--- config.mk ---
export PLATFORM = sky130hd
export DESIGN_NAME = muldiv_sequencer_flat
export DESIGN_NICKNAME = d
export VERILOG_FILES = /design/src/rtl/muldiv_sequencer_if.sv /design/src/rtl/muldiv_sequencer.sv /design/src/flat_wrapper.sv
export SDC_FILE = /design/constraint.sdc
export NUM_CORES = 1
export LEC_CHECK = 0
export ABC_AREA = 1
export CORE_ASPECT_RATIO = 1.5
export CORE_MARGIN = 2
export CORE_UTILIZATION = 25
export DETAILED_ROUTE_END_ITERATION = 7
export DONT_BUFFER_PORTS = 1
export PLACE_DENSITY = 0.46
export SKIP_LAST_GASP = 1
export SYNTH_ARGS = -nofsm -noshare
export SYNTH_HDL_FRONTEND = slang
export SYNTH_SLANG_ARGS = --single-unit
--- constraint.sdc ---
create_clock -name clock -period 3.95 [get_ports clock]
set_input_delay 0.1975 -clock clock [delete_from_list [all_inputs] [get_ports clock]]
set_output_delay 0.1975 -clock clock [all_outputs]
set_load 0.01 [all_outputs]
--- src/rtl/muldiv_sequencer_if.sv ---
// Handshake and result bundle between the control unit and the
// multi-cycle multiply/divide engine.
interface muldiv_sequencer_if #(
   parameter int WIDTH = 32
);
   logic             start;
   logic             op;
   logic [WIDTH-1:0] A;
   logic [WIDTH-1:0] B;
   logic             busy;
   logic             done;
   logic [WIDTH-1:0] hi;
   logic [WIDTH-1:0] lo;
   logic             div_zero;

   modport master (
      output start, op, A, B,
      input  busy, done, hi, lo, div_zero
   );

   modport slave (
      input  start, op, A, B,
      output busy, done, hi, lo, div_zero
   );
endinterface

--- src/rtl/muldiv_sequencer.sv ---
// Signed radix-2 Booth multiply and restoring divide, one
// iteration per clock, results presented on hi/lo.
module muldiv_sequencer #(
   parameter int WIDTH = 32
) (
   input  logic            clock,
   input  logic            clear_n,
   muldiv_sequencer_if.slave bus
);
   localparam int CW = $clog2(WIDTH);

   typedef enum logic [2:0] {
      IDLE, PREP, ITER, FIXUP, DONE
   } state_t;

   state_t state, nxt;

   logic             op_q;
   logic [WIDTH-1:0] a_q, b_q;
   logic [CW-1:0]    cnt;
   logic [WIDTH:0]   acc;
   logic [WIDTH-1:0] mq;
   logic [WIDTH:0]   md;
   logic             aux;
   logic             sign_q, sign_r;
   logic [WIDTH-1:0] hi_r, lo_r;
   logic             dz_r;

   logic             zdiv;
   logic [WIDTH:0]   amag, bmag;
   logic [WIDTH:0]   bsum;
   logic [WIDTH:0]   rsh, rnew;
   logic             ge;

   // Operand magnitudes and single-step Booth/divide arithmetic.
   always_comb begin
      zdiv = op_q && (b_q == '0);
      amag = a_q[WIDTH-1] ? (~{1'b1, a_q} + 1'b1) : {1'b0, a_q};
      bmag = b_q[WIDTH-1] ? (~{1'b1, b_q} + 1'b1) : {1'b0, b_q};
      unique case ({mq[0], aux})
         2'b01:   bsum = acc + md;
         2'b10:   bsum = acc - md;
         default: bsum = acc;
      endcase
      rsh  = {acc[WIDTH-1:0], mq[WIDTH-1]};
      ge   = (rsh >= md);
      rnew = ge ? (rsh - md) : rsh;
   end

   // State register.
   always_ff @(posedge clock or negedge clear_n) begin
      if (!clear_n) state <= IDLE;
      else          state <= nxt;
   end

   // Next state and handshake outputs.
   always_comb begin
      nxt      = state;
      bus.busy = 1'b0;
      bus.done = 1'b0;
      unique case (state)
         IDLE:  if (bus.start) nxt = PREP;
         PREP: begin
            bus.busy = 1'b1;
            // Divide by zero skips the iterations entirely.
            nxt = zdiv ? FIXUP : ITER;
         end
         ITER: begin
            bus.busy = 1'b1;
            if (cnt == CW'(WIDTH - 1)) nxt = FIXUP;
         end
         FIXUP: begin
            bus.busy = 1'b1;
            nxt      = DONE;
         end
         DONE: begin
            bus.done = 1'b1;
            nxt      = IDLE;
         end
         default: nxt = IDLE;
      endcase
   end

   // Operand latch, iteration datapath and result registers.
   always_ff @(posedge clock or negedge clear_n) begin
      if (!clear_n) begin
         op_q   <= 1'b0;
         a_q    <= '0;
         b_q    <= '0;
         cnt    <= '0;
         acc    <= '0;
         mq     <= '0;
         md     <= '0;
         aux    <= 1'b0;
         sign_q <= 1'b0;
         sign_r <= 1'b0;
         hi_r   <= '0;
         lo_r   <= '0;
         dz_r   <= 1'b0;
      end else begin
         unique case (state)
            IDLE: begin
               if (bus.start) begin
                  op_q <= bus.op;
                  a_q  <= bus.A;
                  b_q  <= bus.B;
                  dz_r <= 1'b0;
               end
            end
            PREP: begin
               cnt <= '0;
               acc <= '0;
               aux <= 1'b0;
               if (!op_q) begin
                  mq <= b_q;
                  md <= {a_q[WIDTH-1], a_q};
               end else begin
                  sign_q <= a_q[WIDTH-1] ^ b_q[WIDTH-1];
                  sign_r <= a_q[WIDTH-1];
                  mq     <= amag[WIDTH-1:0];
                  md     <= bmag;
               end
            end
            ITER: begin
               cnt <= cnt + CW'(1);
               if (!op_q) begin
                  {acc, mq, aux} <= {bsum[WIDTH], bsum, mq};
               end else begin
                  acc <= rnew;
                  mq  <= {mq[WIDTH-2:0], ge};
               end
            end
            FIXUP: begin
               if (zdiv) begin
                  hi_r <= a_q;
                  lo_r <= '1;
                  dz_r <= 1'b1;
               end else if (!op_q) begin
                  hi_r <= acc[WIDTH-1:0];
                  lo_r <= mq;
               end else begin
                  lo_r <= sign_q ? -mq : mq;
                  hi_r <= sign_r ? -acc[WIDTH-1:0] : acc[WIDTH-1:0];
               end
            end
            default: ;
         endcase
      end
   end

   assign bus.hi       = hi_r;
   assign bus.lo       = lo_r;
   assign bus.div_zero = dz_r;

endmodule

--- src/flat_wrapper.sv ---
// flat-port wrapper written by rule: the top's interface ports become plain ports
module muldiv_sequencer_flat 
#(
   parameter int WIDTH = 32
)
  (clock, clear_n, bus_start, bus_op, bus_A, bus_B, bus_busy, bus_done, bus_hi, bus_lo, bus_div_zero);
  muldiv_sequencer_if #(.WIDTH(WIDTH)) bus_i ();
  input  logic clock;
  input  logic clear_n;
  input wire logic [$bits(bus_i.start)-1:0] bus_start;
  input wire logic [$bits(bus_i.op)-1:0] bus_op;
  input wire logic [$bits(bus_i.A)-1:0] bus_A;
  input wire logic [$bits(bus_i.B)-1:0] bus_B;
  output wire logic [$bits(bus_i.busy)-1:0] bus_busy;
  output wire logic [$bits(bus_i.done)-1:0] bus_done;
  output wire logic [$bits(bus_i.hi)-1:0] bus_hi;
  output wire logic [$bits(bus_i.lo)-1:0] bus_lo;
  output wire logic [$bits(bus_i.div_zero)-1:0] bus_div_zero;
  assign bus_i.start = bus_start;
  assign bus_i.op = bus_op;
  assign bus_i.A = bus_A;
  assign bus_i.B = bus_B;
  assign bus_busy = bus_i.busy;
  assign bus_done = bus_i.done;
  assign bus_hi = bus_i.hi;
  assign bus_lo = bus_i.lo;
  assign bus_div_zero = bus_i.div_zero;
  muldiv_sequencer #(.WIDTH(WIDTH)) u_core (.clock(clock), .clear_n(clear_n), .bus(bus_i));
endmodule
Yosys cells after proc, flatten, opt, wreduce, memory -nomap -nowiden
Index checks and enable logic that the tools add are counted.
- add/sub/neg operators: 8
- multipliers: 0
- divide/modulo/power cells: 0
- magnitude comparators: 1
- equality and inequality tests: 11
- shifts and indexed selects: 0
- multiplexer cells: 28
- bitwise gates (word level): 3
- reduce and logical (&&, ||, !) cells: 11
- operator list (cell ; count):
    $mux W32 ; 9
    $mux W33 ; 4
    $pmux W33 S2 ; 2
    $sub A33 B33 Y33 ; 2
    $neg A32 Y32 ; 2
    $pmux W32 S2 ; 1
    $add A33 B1 Y33 const B ; 1
    $add A33 B33 Y33 ; 1
    $ge A33 B33 Y1 ; 1
    $not A33 Y33 ; 1
    $add A32 B1 Y32 const B ; 1
    $logic_not A32 Y1 ; 1
    $not A32 Y32 ; 1
    $pmux W3 S4 ; 1
    $pmux W5 S2 ; 1
    $reduce_and A2 Y1 ; 4
    $eq A3 B2 Y1 const B ; 2
    $mux W1 ; 6
    $mux W3 ; 2
    $add A5 B1 Y5 const B ; 1
    $eq A5 B5 Y1 const B ; 1
    $ne A2 B1 Y1 const B ; 2
    $ne A2 B2 Y1 const B ; 2
    $pmux W1 S2 ; 2
    other kinds (10) ; 11
- flip-flop bits (word level): 239
- bits in latches: 0
- memory bits (writable): 0
- ROM bits: 0
- input port bits: 68
- output and inout port bits: 67
- logic and storage cells: 76
- memories: 0

Depth between registers and ports, before layout
Gate-level depths: netlist of run 1.
- depth after elaboration: 5
- mapped depth: 26
- mapped depth without buffers: 26

Worst setup path before layout of run 1
OpenSTA, ideal clock, no wires.
- kind: register -> register
- start point: reg u_core.md[1]
- end point: reg u_core.acc[30]
- library setup time: 0.116 ns
- data arrival time: 3.037 ns
- path slack: 0.797 ns
- cell stages (with the launch flop): 23
- buffers on the path: 0
- cells stage by stage: dfrtp_1 inv_1 ha_1 nand3_1 nor2_1 inv_1 nor3_2 nand4_1 o21ai_0 o21ai_0 xor2_1 ha_1 inv_1 nor3_1 nand2_1 nor3b_1 nand2_1 nand2_1 nand2_1 nand3_1 a21oi_1 nand2_1 nand2_1
- longest elaborated chain between the ends: 4
- elaborated cells between the ends (all ways): 8
- classes of those cells: add/sub (3); order compare (1); mux (4)
- RTL lines (element ; RTL line ; source):
    start: declaration ; muldiv_sequencer.sv:23 ; logic [WIDTH:0] md;
    start signal: assignment ; muldiv_sequencer.sv:116 ; md <= {a_q[WIDTH-1], a_q};
    start signal: assignment ; muldiv_sequencer.sv:121 ; md <= bmag;
    $sub A33 B33 Y33, or another cell as far along ; muldiv_sequencer.sv:42 ; 2'b10: bsum = acc - md;
    $pmux W33 S2 / $mux W33 (equally long branches) ; muldiv_sequencer.sv:40, muldiv_sequencer.sv:47 ;
    $mux W33 * ; muldiv_sequencer.sv:126 ; if (!op_q) begin
    $pmux W33 S2 * ; muldiv_sequencer.sv:101 ; unique case (state)
    end signal: assignment ; muldiv_sequencer.sv:127 ; {acc, mq, aux} <= {bsum[WIDTH], bsum, mq};
    end signal: assignment ; muldiv_sequencer.sv:129 ; acc <= rnew;
    end: declaration ; muldiv_sequencer.sv:21 ; logic [WIDTH:0] acc;
Every way passes the cells marked *; elsewhere a longest branch is shown, timed or not.
A chain may end at the register's enable or synchronous reset.

Worst setup path after layout of run 1
- start point: reg u_core.md[0]
- end point: reg u_core.acc[24]
Same word-level chain as after synthesis.

==> results.md, run 1 <==
* Final hold vios at 239
* CP Capture Type: register
* Area Overhead vs Synth at 15.5%
* Post-DP HPWL at 71.2 mm
* Crit share post-route at 93.8%
* Leading area contributor after synthesis: dfrtp_1
* Non-Filler Instances at 4048
* CTS sink count at 239
* CP Data Arrival Time at 4.15 ns
* DR pass1 iterations at 5
* Worst path cell trace: inv_2, ha_2, nand3_2, nor2_4, nand4_1, nand2_1, xor2_1, ha_1, a21oi_1, o21ai_0, a21oi_2, o21a_1, nand3b_1, nand3_1, nand2_1, nand3_1, nand2_1
* Yosys top cell area share at 30.5%
* Max incr delay on CP at 0.41 ns
* Tmin final at 3.70 ns
* Total clock buffers created by CTS at 25
* I/O Buffers at 0
* Layout cells sized above 1 at 8.71%
* Stages on worst setup path at 17
* Buffer and inverter count on the worst path at 1
* Crit path from: u_core.md[0]$_DFFE_PN0P_
* # nets final at 3159
* PD cells at 1060 nW/um^2
* Slew @ Worst Pin at 1.04 ns
* Setup-failing EPs final at 0
* Hold_buf cts at 66
* Flops & latches, synth at 239
* Cell area after synthesis at 19600 sq um
* Ant diodes at 0
* Wire per inst at 22.1 um
* Sequential share of the synthesized area at 30.5%
* Kind of critical path: register to register
* Final Core Density at 29.2%
* Post-Synthesis Cells at 2969
* Worst-path clk slew at 0.07 ns
* Critical R2R Capture: u_core.acc[24]$_DFFE_PN0P_
* Die ar. at 80700 sq um
* CTS H-tree depth at 1
* Maximum clock frequency at 270 MHz
* Pleak at 10.7 nW
* Layout Skew at 0.0256 ns
* Total track usage at 22.0%
* Max FO, Critical Path at 5
* Final Max Tran Viols at 0
* Row count at 125
* FF-to-FF Start: u_core.md[0]$_DFFE_PN0P_
* Ys flop type: dfrtp_1
* Switch Pwr at 14.0 mW
* Setup crit end: u_core.acc[24]$_DFFE_PN0P_
* Max_slew headroom at 29.8%
* Critical path's top delay family: simple AND/OR/NAND/NOR gates
* FF-to-FF setup slack at 0.25 ns
* Skew-Pair Late Insertion Delay at 0.58 ns
* Maximum buffer depth of the clock tree at 3
* Crit path top cell by count: nand2_1
* Total number of vias at 20318
* Worst Path Required at 4.40 ns
* RSZ-0062 raised after global routing: yes
* Die width at 233 um
* Post-placement cell count at 3936
* Clock Root Buffer: clkbuf_16
* Die height at 347 um
* Largest net degree at the start of global routing at 240
* Final Wtd Congestion at 0.965
* Synth Warn # at 0
* Vias in the first global route at 20466
* Setup crit start kind: register
* Reg2Reg Depth at 17
* Slowest cell on crit path: dfrtp_1
* IO Pins at 135
* Cell-internal power at 10.0 mW
* Clock power share at 10.6%
* Net Sw Frac at 58.2%
* Mean Syn Cell Area at 6.60 sq um
* CTS tree: done
* TNS Setup at 0 ns
* Grt ovf at 0
* Hold/Removal Path Class: primary input to async pin
* ANT nets after route at 0
* 1st-iter DRT viols at 1280
* Flop pwr share at 22.0%
* Fill cells at 8840
* First-pass GRT wire length at 133 mm
* Initial antenna violation count at 1
* Combinational share of power at 67.4%
* Post-DR vias/cell at 5.02
* DRC at 0
* Post-Syn Nets at 3112
* Final Hold Slack at -0.671 ns
* Max-cap viol count at 0
* Total power at 24.0 mW
* Ys async rst share at 100%
* VDD IR-drop max at 0.000493 V
* Final WL at 89.6 mm
* Top post-synthesis cells by area: dfrtp_1 31%, nand2_1 16%, inv_1 6.0%
* Status: finished with violations
* Initial Utilization at 25.3%
* Unique masters post-synth at 65
* Failing checks: negative hold slack
* Core area at 77600 sq um
* Number of flops mapped to enable cells by yosys at 0
flip-flops by register name (all words and copies together) (netlist names):
name	count
u_core.a_q	32
u_core.acc	33
u_core.aux	1
u_core.b_q	32
u_core.bus.div_zero	1
u_core.bus.hi	32
u_core.bus.lo	32
u_core.cnt	5
u_core.md	33
u_core.mq	32
u_core.op_q	1
u_core.sign_q	1
u_core.sign_r	1
u_core.state	3
per-stage QoR:
stage | cell area, sq um | hold WS (ns) | setup WS [ns]
4_1_cts | 22400 | -0.706 | 0.0813
6_report | 22600 | -0.671 | 0.246
5_1_grt | 22600 | -0.693 | -0.00419
3_3_place_gp | 20900 | -0.0881 | 0.0340
2_1_floorplan | 19600 | -0.0981 | 0.797
3_5_place_dp | 20900 | -0.0873 | -0.0232
power by group through the flow:
stage / Clock, mW / Combinational, mW / Sequential (mW)
after floorplan: 0 / 10.6 / 4.58
after global placement: 0 / 15.7 / 5.30
after detailed placement: 0 / 15.7 / 5.29
after CTS: 2.61 / 15.8 / 5.25
after global routing: 2.69 / 17.8 / 5.39
final: 2.55 / 16.2 / 5.28
cells in the final DEF, fill, tap and decap left out, drive strengths merged, types with 4 or more instances in the layout:
cell type / count
a31oi: 17
ha: 73
xnor2: 19
o221ai: 27
clkbuf: 33
o21bai: 13
o211ai: 45
nand3: 185
dlygate4sd3: 66
clkinv: 13
or2: 10
o21a: 4
o21ai: 254
o31ai: 13
xor2: 97
nor3: 48
nand2: 861
a21oi: 206
dfrtp: 239
o2111ai: 5
inv: 328
nand4: 38
nand3b: 14
buf: 69
nor2: 308
nor4: 12
o22ai: 10
cell usage after synthesis (3+ instances only):
cell       number
dfrtp_1       239
nand3_1       177
or2_2           7
clkinv_1        3
buf_6           5
o21ai_1        24
nand4_1        36
inv_2          15
nand3_2         6
buf_2          17
a21oi_2         9
o21ai_2         5
nor4_1         12
buf_1          14
nor3_1         41
inv_1         314
nand2_1       849
a31oi_1        17
nor3_2          6
ha_1           73
nor2_2         20
o211ai_1       35
nor2_4          5
xnor2_1        19
o31ai_1        12
o21ai_0       225
clkbuf_1       77
o2111ai_1       5
o21bai_1       13
a41oi_1         3
o22ai_1        10
a22oi_1         3
xor2_1         97
nand2_2        10
nor2_1        282
o211ai_2       10
a21oi_1       197
o221ai_1       27
o21a_1          4
nand3b_1       14
worst register-to-register path, cell delays in order, from the launching register on:
cell and delay [ns]:
dfrtp_1 0.41, inv_2 0.08, ha_2 0.18, nand3_2 0.11, nor2_4 0.14, nand4_1 0.25
nand2_1 0.29, xor2_1 0.33, ha_1 0.36, a21oi_1 0.24, o21ai_0 0.28, a21oi_2 0.28
o21a_1 0.16, nand3b_1 0.08, nand3_1 0.18, nand2_1 0.08, nand3_1 0.07, nand2_1 0.06
worst min path at each step:
stage / cells past startpoint / startpoint / to / slack (ns)
2_1_floorplan: 0 / clear_n / u_core.a_q[0]$_DFFE_PN0P_ / -0.1
3_3_place_gp: 0 / clear_n / u_core.a_q[5]$_DFFE_PN0P_ / -0.09
3_5_place_dp: 0 / clear_n / u_core.a_q[5]$_DFFE_PN0P_ / -0.09
4_1_cts: 0 / clear_n / u_core.a_q[5]$_DFFE_PN0P_ / -0.71
5_1_grt: 0 / clear_n / u_core.a_q[5]$_DFFE_PN0P_ / -0.69
6_report: 0 / clear_n / u_core.a_q[5]$_DFFE_PN0P_ / -0.67
cells by family (layout without fill, tap and decap cells):
group,after synthesis,after routing,share of synthesized area (%)
fa+ha+maj,75,75,4.87
mux,1,1,0.0575
buf+inv,449,512,8.96
xor+xnor,116,116,5.19
flops,239,239,30.5
compound gates,609,609,18.1
simple gates,1480,1480,32.3
layout make-up:
| type | instances | area (sq um) | share of cell area [%] |
|---|---|---|---|
| Multi-Input combinational cell | 2281 | 12100 | 53.3 |
| Sequential cell | 239 | 5980 | 26.4 |
| Tap cell | 1016 | 1270 | 5.62 |
| Inverter | 334 | 1260 | 5.57 |
| Timing Repair Buffer | 135 | 1200 | 5.32 |
| Clock buffer | 33 | 716 | 3.16 |
| Clock inverter | 10 | 125 | 0.553 |
per-layer routing:
metal | vias up | global-route usage (%) | wire length (um)
li1 | 9877 | - | -
met1 | 9758 | 24.0 | 33700
met2 | 521 | 41.1 | 46800
met3 | 160 | 1.68 | 2970
met4 | 2 | 13.1 | 6060
met5 | - | 0 | 11
repair_timing:
| action | CTS | global route |
|---|---|---|
| setup endpoints to repair | 7 | 20 |
| resized for setup | 1 | 57 |
| hold endpoints to repair | 305 | 239 |
| buffers inserted | 1 | 2 |
| pin swaps | 0 | 5 |
Power figures use the tool's default switching activity.
==> inputs of run 2 (changes only) <==
- CORE_MARGIN: 2 -> not set
- clock period: 3.95 -> 4.3 ns (I/O delays scaled with it)
==> run 2 against run 1 <==
The run still ends with negative hold slack left. Hold slack better by 0.0019 ns. Non-clock buffer count down 28. Final cell count down 0.54%. Die area down 1.4%. Cell area down 1.4%. Clock power down 2%. Critical path type unchanged. Largest cell class unchanged. Highest routed layer is now met4.
==> results.md, run 2 (synthesized netlist as in run 1, its figures left out) <==
* Status: finished with violations
* Failing checks: negative hold slack
* Commonest cells after routing, fill and taps aside: 847 x nand2_1, 313 x inv_1, 282 x nor2_1, 238 x dfrtp_1, 223 x o21ai_0
* Final Hold Slack at -0.669 ns (+0.00188 ns)
* CP Data Arrival Time at 4.44 ns (+0.29 ns)
* IO Pins at 135 (unchanged)
* Row count at 125 (unchanged)
* Place WS at 0.205 ns (+0.229 ns)
* Cell Area, Placed at 20700 sq um (-0.99%)
* Wire per inst at 22.0 um (-0.77%)
* Initial antenna violation count at 0 (-1)
* Hold_buf cts at 66 (unchanged)
* Slew @ Worst Pin at 1.13 ns (+0.0872 ns)
* DRC at 0 (unchanged)
* Worst path cell trace: inv_1, ha_1, nand3_1, nor2_1, inv_1, nor3_2, nor2_1, a21oi_1, xor2_1, inv_1, ha_1, a21oi_1, o21ai_0, a21oi_1, nand2_1, nand3_1, nand2_1, nand2_1, nand3_1, nand2_1, nand3_1, nand2_1
* Final Core Density at 28.7% (-0.42 points)
* Post-placement cell count at 3910 (-0.66%)
* VDD IR-drop max at 0.000383 V (-22%)
* Area Overhead vs Synth at 13.8%
* Pleak at 10.6 nW (-1.3%)
* Skew-Pair Late Insertion Delay at 0.61 ns (+0.03 ns)
* Total track usage at 22.1% (+0.030 points)
* RSZ-0062 raised after global routing: no
* Post-DP HPWL at 70.3 mm (-1.3%)
* Kind of critical path: register to register
* Maximum buffer depth of the clock tree at 3 (unchanged)
* First-pass GRT wire length at 130 mm (-2.2%)
* # nets final at 3133 (-0.82%)
* Final hold vios at 239 (unchanged)
* Worst-path clk slew at 0.06 ns (about the same)
* Worst Path Required at 4.79 ns (+0.39 ns)
* Post-DR vias/cell at 4.98 (-0.88%)
* Critical R2R Capture: u_core.acc[22]$_DFFE_PN0P_
* Total clock buffers created by CTS at 27 (+8.0%)
* Die width at 231 um (-0.86%)
* Grt ovf at 0 (unchanged)
* Most common cell after layout, fill and taps aside: nand2_1
* Clock Root Buffer: clkbuf_16
* Finished Cell Area at 22300 sq um (-1.4%)
* Crit path from: u_core.md[1]$_DFFE_PN0P_
* Total power at 21.6 mW (-10%)
* Max incr delay on CP at 0.48 ns (+0.07 ns)
* Initial Utilization at 25.3% (unchanged)
* Core area at 77600 sq um (unchanged)
* Total number of vias at 20030 (-1.4%)
* ANT nets after route at 0 (unchanged)
* Setup crit start kind: register
* Vias in the first global route at 19992 (-2.3%)
* Final Wtd Congestion at 1.00 (+3.6%)
* Largest net degree at the start of global routing at 240 (unchanged)
* Reg2Reg Depth at 22 (+5)
* CP Capture Type: register
* 1st-iter DRT viols at 1280 (unchanged)
* FF-to-FF setup slack at 0.35 ns (+0.10 ns)
* Layout cells sized above 1 at 6.58% (-2.1 points)
* Die height at 345 um (-0.58%)
* CTS sink count at 239 (unchanged)
* Max FO, Critical Path at 5 (unchanged)
* Non-Filler Instances at 4026 (-0.54%)
* Slowest cell on crit path: o21ai_0
* Regs by FF count: u_core.acc: 33 flops, u_core.md: 33 flops
* Final Max Tran Viols at 0 (unchanged)
* DR pass1 iterations at 5 (unchanged)
* Layout Skew at 0.0360 ns (+0.0103 ns)
* I/O Buffers at 0 (unchanged)
* Crit path top cell by count: nand2_1
* Setup-failing EPs final at 0 (unchanged)
* Tmin final at 3.95 ns (+0.247 ns)
* Hold/Removal Path Class: primary input to async pin
* Crit share post-route at 91.9% (-1.9 points)
* Final worst slack at 0.349 ns (+0.103 ns)
* Die ar. at 79500 sq um (-1.4%)
* Setup crit end: u_core.acc[22]$_DFFE_PN0P_
* Max_slew headroom at 24.0% (-5.9 points)
* FF-to-FF Start: u_core.md[1]$_DFFE_PN0P_
* PD cells at 969 nW/um^2 (-8.7%)
* Max-cap viol count at 0 (unchanged)
* Final WL at 88.4 mm (-1.3%)
* TNS Setup at 0 ns (unchanged)
* CTS H-tree depth at 1 (unchanged)
* Maximum clock frequency at 253 MHz (-6.3%)
* CTS tree: done
## run 2: cell types whose count changed in the layout (fill, tap and decap cells not counted), sizes merged
| cell | before | now |
|---|---|---|
| clkinvlp | 0 | 2 |
| inv | 328 | 329 |
| clkbuf | 33 | 34 |
| bufinv | 3 | 4 |
| diode | 0 | 1 |
| buf | 69 | 41 |
## run 2: layer usage
layer	vias to the layer above	part of all wire [%]	track usage, %	routed length [um]
met5	-	0	0	0
met4	0	7.0	14.0	6200
met3	170	3.4	1.99	2980
met2	465	52	41.5	46200
met1	9560	37	23.5	33000
li1	9835	-	-	-
## run 2: worst min-delay path by stage
stage                                               end  slack [ns]  cells after the start    start
final                     u_core.bus.hi[26]$_DFFE_PN0P_       -0.67                      0  clear_n
after global routing          u_core.mq[13]$_DFFE_PN0P_       -0.69                      0  clear_n
after floorplan               u_core.a_q[0]$_DFFE_PN0P_       -0.08                      0  clear_n
after CTS                 u_core.bus.hi[19]$_DFFE_PN0P_       -0.70                      0  clear_n
after detailed placement  u_core.bus.hi[19]$_DFFE_PN0P_       -0.06                      0  clear_n
after global placement    u_core.bus.hi[19]$_DFFE_PN0P_       -0.06                      0  clear_n
## run 2: final cells by class
type | count | area, sq um
Fill cell | 8872 | 55300
Timing Repair Buffer | 107 | 981
Antenna cell | 1 | 2.50
Inverter | 334 | 1260
Tap cell | 1016 | 1270
Multi-Input combinational cell | 2281 | 11900
Clock inverter | 14 | 186
Sequential cell | 239 | 5980
Clock buffer | 34 | 732
## run 2: what timing repair did
action | in CTS | in global routing
resized for setup | 0 | 6
setup endpoints to repair | 0 | 6
endpoints found under the hold margin | 305 | 239
setup buffers | 0 | 1
## run 2: critical path: cells and delay by family, from the launching register on
| family | cells | cell delay, ns |
|---|---|---|
| adder cells (fa/ha/maj) | 2 | 0.56 |
| XOR/XNOR | 1 | 0.29 |
| flip-flops | 1 | 0.37 |
| AND/OR/NAND/NOR | 12 | 1.41 |
| buffers and inverters | 3 | 0.36 |
| AO/OA/AOI/OAI | 4 | 0.86 |
## run 2: report_power, final
part,leakage (nW),internal [mW],switching [mW]
sequential,2.98,3.29,1.55
combinational,7.15,4.32,9.94
clock,0.448,1.44,1.06
==> inputs of run 3 (changes only) <==
- CAP_MARGIN: not set -> 20
- MAX_ROUTING_LAYER: not set -> met4
==> run 3 against run 2 <==
The flow still finishes with violations (negative hold slack). Worst setup slack got worse by 0.0046 ns. Routed wire length is 1.0% higher. Maximum frequency down 0.12%. First-iteration DRC count is 4.5% higher. Critical path depth unchanged. Via count rose by 0.56%. Register-to-register slack is essentially flat. Cell area up 0.31%. Total power is 0.79% higher. Utilization up 0.090 points. Sequential cell count did not move.
==> results.md, run 3 (synthesized netlist as in run 1, its figures left out) <==
* ANT nets after route at 0 (unchanged)
* CTS sink count at 239 (unchanged)
* Max FO, Critical Path at 5 (unchanged)
* Initial Utilization at 25.3% (unchanged)
* Worst-path clk slew at 0.07 ns (about the same)
* Pleak at 10.6 nW (+0.42%)
* Worst Path Required at 4.79 ns (about the same)
* Total power at 21.8 mW (+0.79%)
* Non-Filler Instances at 4032 (+0.15%)
* Maximum clock frequency at 253 MHz (-0.12%)
* Row count at 125 (unchanged)
* Register area at 5980 sq um (unchanged)
* CP Data Arrival Time at 4.45 ns (about the same)
* First-pass GRT wire length at 132 mm (+1.2%)
* Post-DP HPWL at 71.4 mm (+1.6%)
* Fill cells at 8858 (-0.16%)
* Setup-failing EPs final at 0 (unchanged)
* IO Pins at 135 (unchanged)
* Regs by FF count: u_core.acc: 33 flops, u_core.md: 33 flops
* Final Max Tran Viols at 0 (unchanged)
* DR pass1 iterations at 8 (+3)
* Failing checks: negative hold slack
* Commonest cells after routing, fill and taps aside: 847 x nand2_1, 313 x inv_1, 281 x nor2_1, 238 x dfrtp_1, 223 x o21ai_0
* Final Wtd Congestion at 0.982 (-1.7%)
* Final WL at 89.3 mm (+1.0%)
* CTS H-tree depth at 1 (unchanged)
* Die height at 345 um (unchanged)
* Vias in the first global route at 20182 (+0.95%)
* Layout cells sized above 1 at 6.77% (+0.19 points)
* Max_slew headroom at 15.4% (-8.5 points)
* Tmin final at 3.96 ns (+0.00464 ns)
* Status: finished with violations
* Total track usage at 23.0% (+0.94 points)
* Wire per inst at 22.1 um (+0.88%)
* Die width at 231 um (unchanged)
* Multi-input logic area at 11900 sq um (about the same)
* Post-DR vias/cell at 5.00 (+0.41%)
* Clock Root Buffer: clkbuf_16
* RSZ-0062 raised after global routing: no
* Crit share post-route at 92.0% (+0.11 points)
* VDD IR-drop max at 0.000487 V (+27%)
* I/O Buffers at 0 (unchanged)
* 1st-iter DRT viols at 1337 (+4.5%)
* Kind of critical path: register to register
* Setup crit start kind: register
* Area Overhead vs Synth at 14.2%
* Largest net degree at the start of global routing at 240 (unchanged)
* Maximum buffer depth of the clock tree at 3 (unchanged)
* Slew @ Worst Pin at 1.26 ns (+0.127 ns)
* Hold_buf cts at 66 (unchanged)
* Skew-Pair Late Insertion Delay at 0.61 ns (about the same)
* CTS tree: done
* Core area at 77600 sq um (unchanged)
* PD cells at 973 nW/um^2 (+0.47%)
* DRC at 0 (unchanged)
* CP Capture Type: register
* Initial antenna violation count at 1 (+1)
* Total number of vias at 20143 (+0.56%)
* Hold/Removal Path Class: primary input to async pin
* Die ar. at 79500 sq um (unchanged)
* Final Hold Slack at -0.668 ns (+0.000859 ns)
* Final hold vios at 239 (unchanged)
* Total clock buffers created by CTS at 26 (-3.7%)
* Most common cell after layout, fill and taps aside: nand2_1
* Post-placement cell count at 3917 (+0.18%)
* Grt ovf at 0 (unchanged)
* Max-cap viol count at 0 (unchanged)
* # nets final at 3139 (+0.19%)
* Layout Skew at 0.0313 ns (-0.00469 ns)
* TNS Setup at 0 ns (unchanged)
## run 3: power by group
group	switching [mW]	total [mW]	internal (mW)
combinational	9.96	14.3	4.35
sequential	1.57	4.86	3.29
clock	1.10	2.60	1.50
## run 3: metal layers
layer,routed length (um),part of all wire (%),global-route usage [%]
met3,3110,3.5,2.14
met5,0,0,-
met2,47000,53,42.3
met4,5810,6.5,13.2
met1,33300,37,23.8
## run 3: critical path, stage by stage (launching register included)
cell,delay [ns]
dfrtp_1,0.38
inv_1,0.16
ha_1,0.21
nand3_1,0.12
nor2_2,0.15
inv_1,0.09
nor3_2,0.22
nor2_1,0.12
a21oi_1,0.19
xor2_1,0.24
inv_1,0.07
ha_1,0.35
a21oi_1,0.10
o21ai_0,0.49
a21oi_1,0.12
nand2_1,0.25
nand3_1,0.14
nand2_1,0.09
nand2_1,0.05
nand3_1,0.13
nand2_1,0.07
nand3_1,0.06
nand2_1,0.05
## run 3: path summary, 6_finish.rpt
check	start	to	slack, ns	depth (start not counted)
setup / recovery	u_core.md[1]$_DFFE_PN0P_	u_core.acc[22]$_DFFE_PN0P_	0.34	22
hold / removal	clear_n	u_core.acc[26]$_DFFE_PN0P_	-0.67	0
setup reg to reg	u_core.md[1]$_DFFE_PN0P_	u_core.acc[22]$_DFFE_PN0P_	0.34	22
hold reg to reg	u_core.cnt[3]$_DFFE_PN0P_	u_core.cnt[3]$_DFFE_PN0P_	0.47	1
max in group asynchronous	clear_n	u_core.acc[18]$_DFFE_PN0P_	4.21	0
min in group clock	bus_A[27]	u_core.a_q[27]$_DFFE_PN0P_	0.27	3
## run 3: metrics by stage
step / cell area, sq um / worst slack [ns] / utilization, %
3_5_place_dp: 20700 / 0.140 / 26.7
5_1_grt: 22400 / 0.0342 / 28.8
4_1_cts: 22400 / 0.140 / 28.8
2_1_floorplan: 19600 / 1.15 / -
3_3_place_gp: 20700 / 0.197 / 26.7
6_report: 22400 / 0.344 / 28.8
## run 3: final cells by class
class                   instances  area share (%)
repair buffers                114            4.56
diodes                          1          0.0112
flip-flops and latches        239            26.7
inverters                     334            5.63
well taps                    1016            5.68
clock buffers                  29            3.00
clock inverters                18            1.28
multi-input cells            2281            53.1
## run 3: repair_timing
action / 4_1_cts / 5_1_grt
setup buffers: 0 / 1
gates resized for setup: 0 / 4
setup endpoints to repair: 0 / 7
endpoints found under the hold margin: 305 / 239
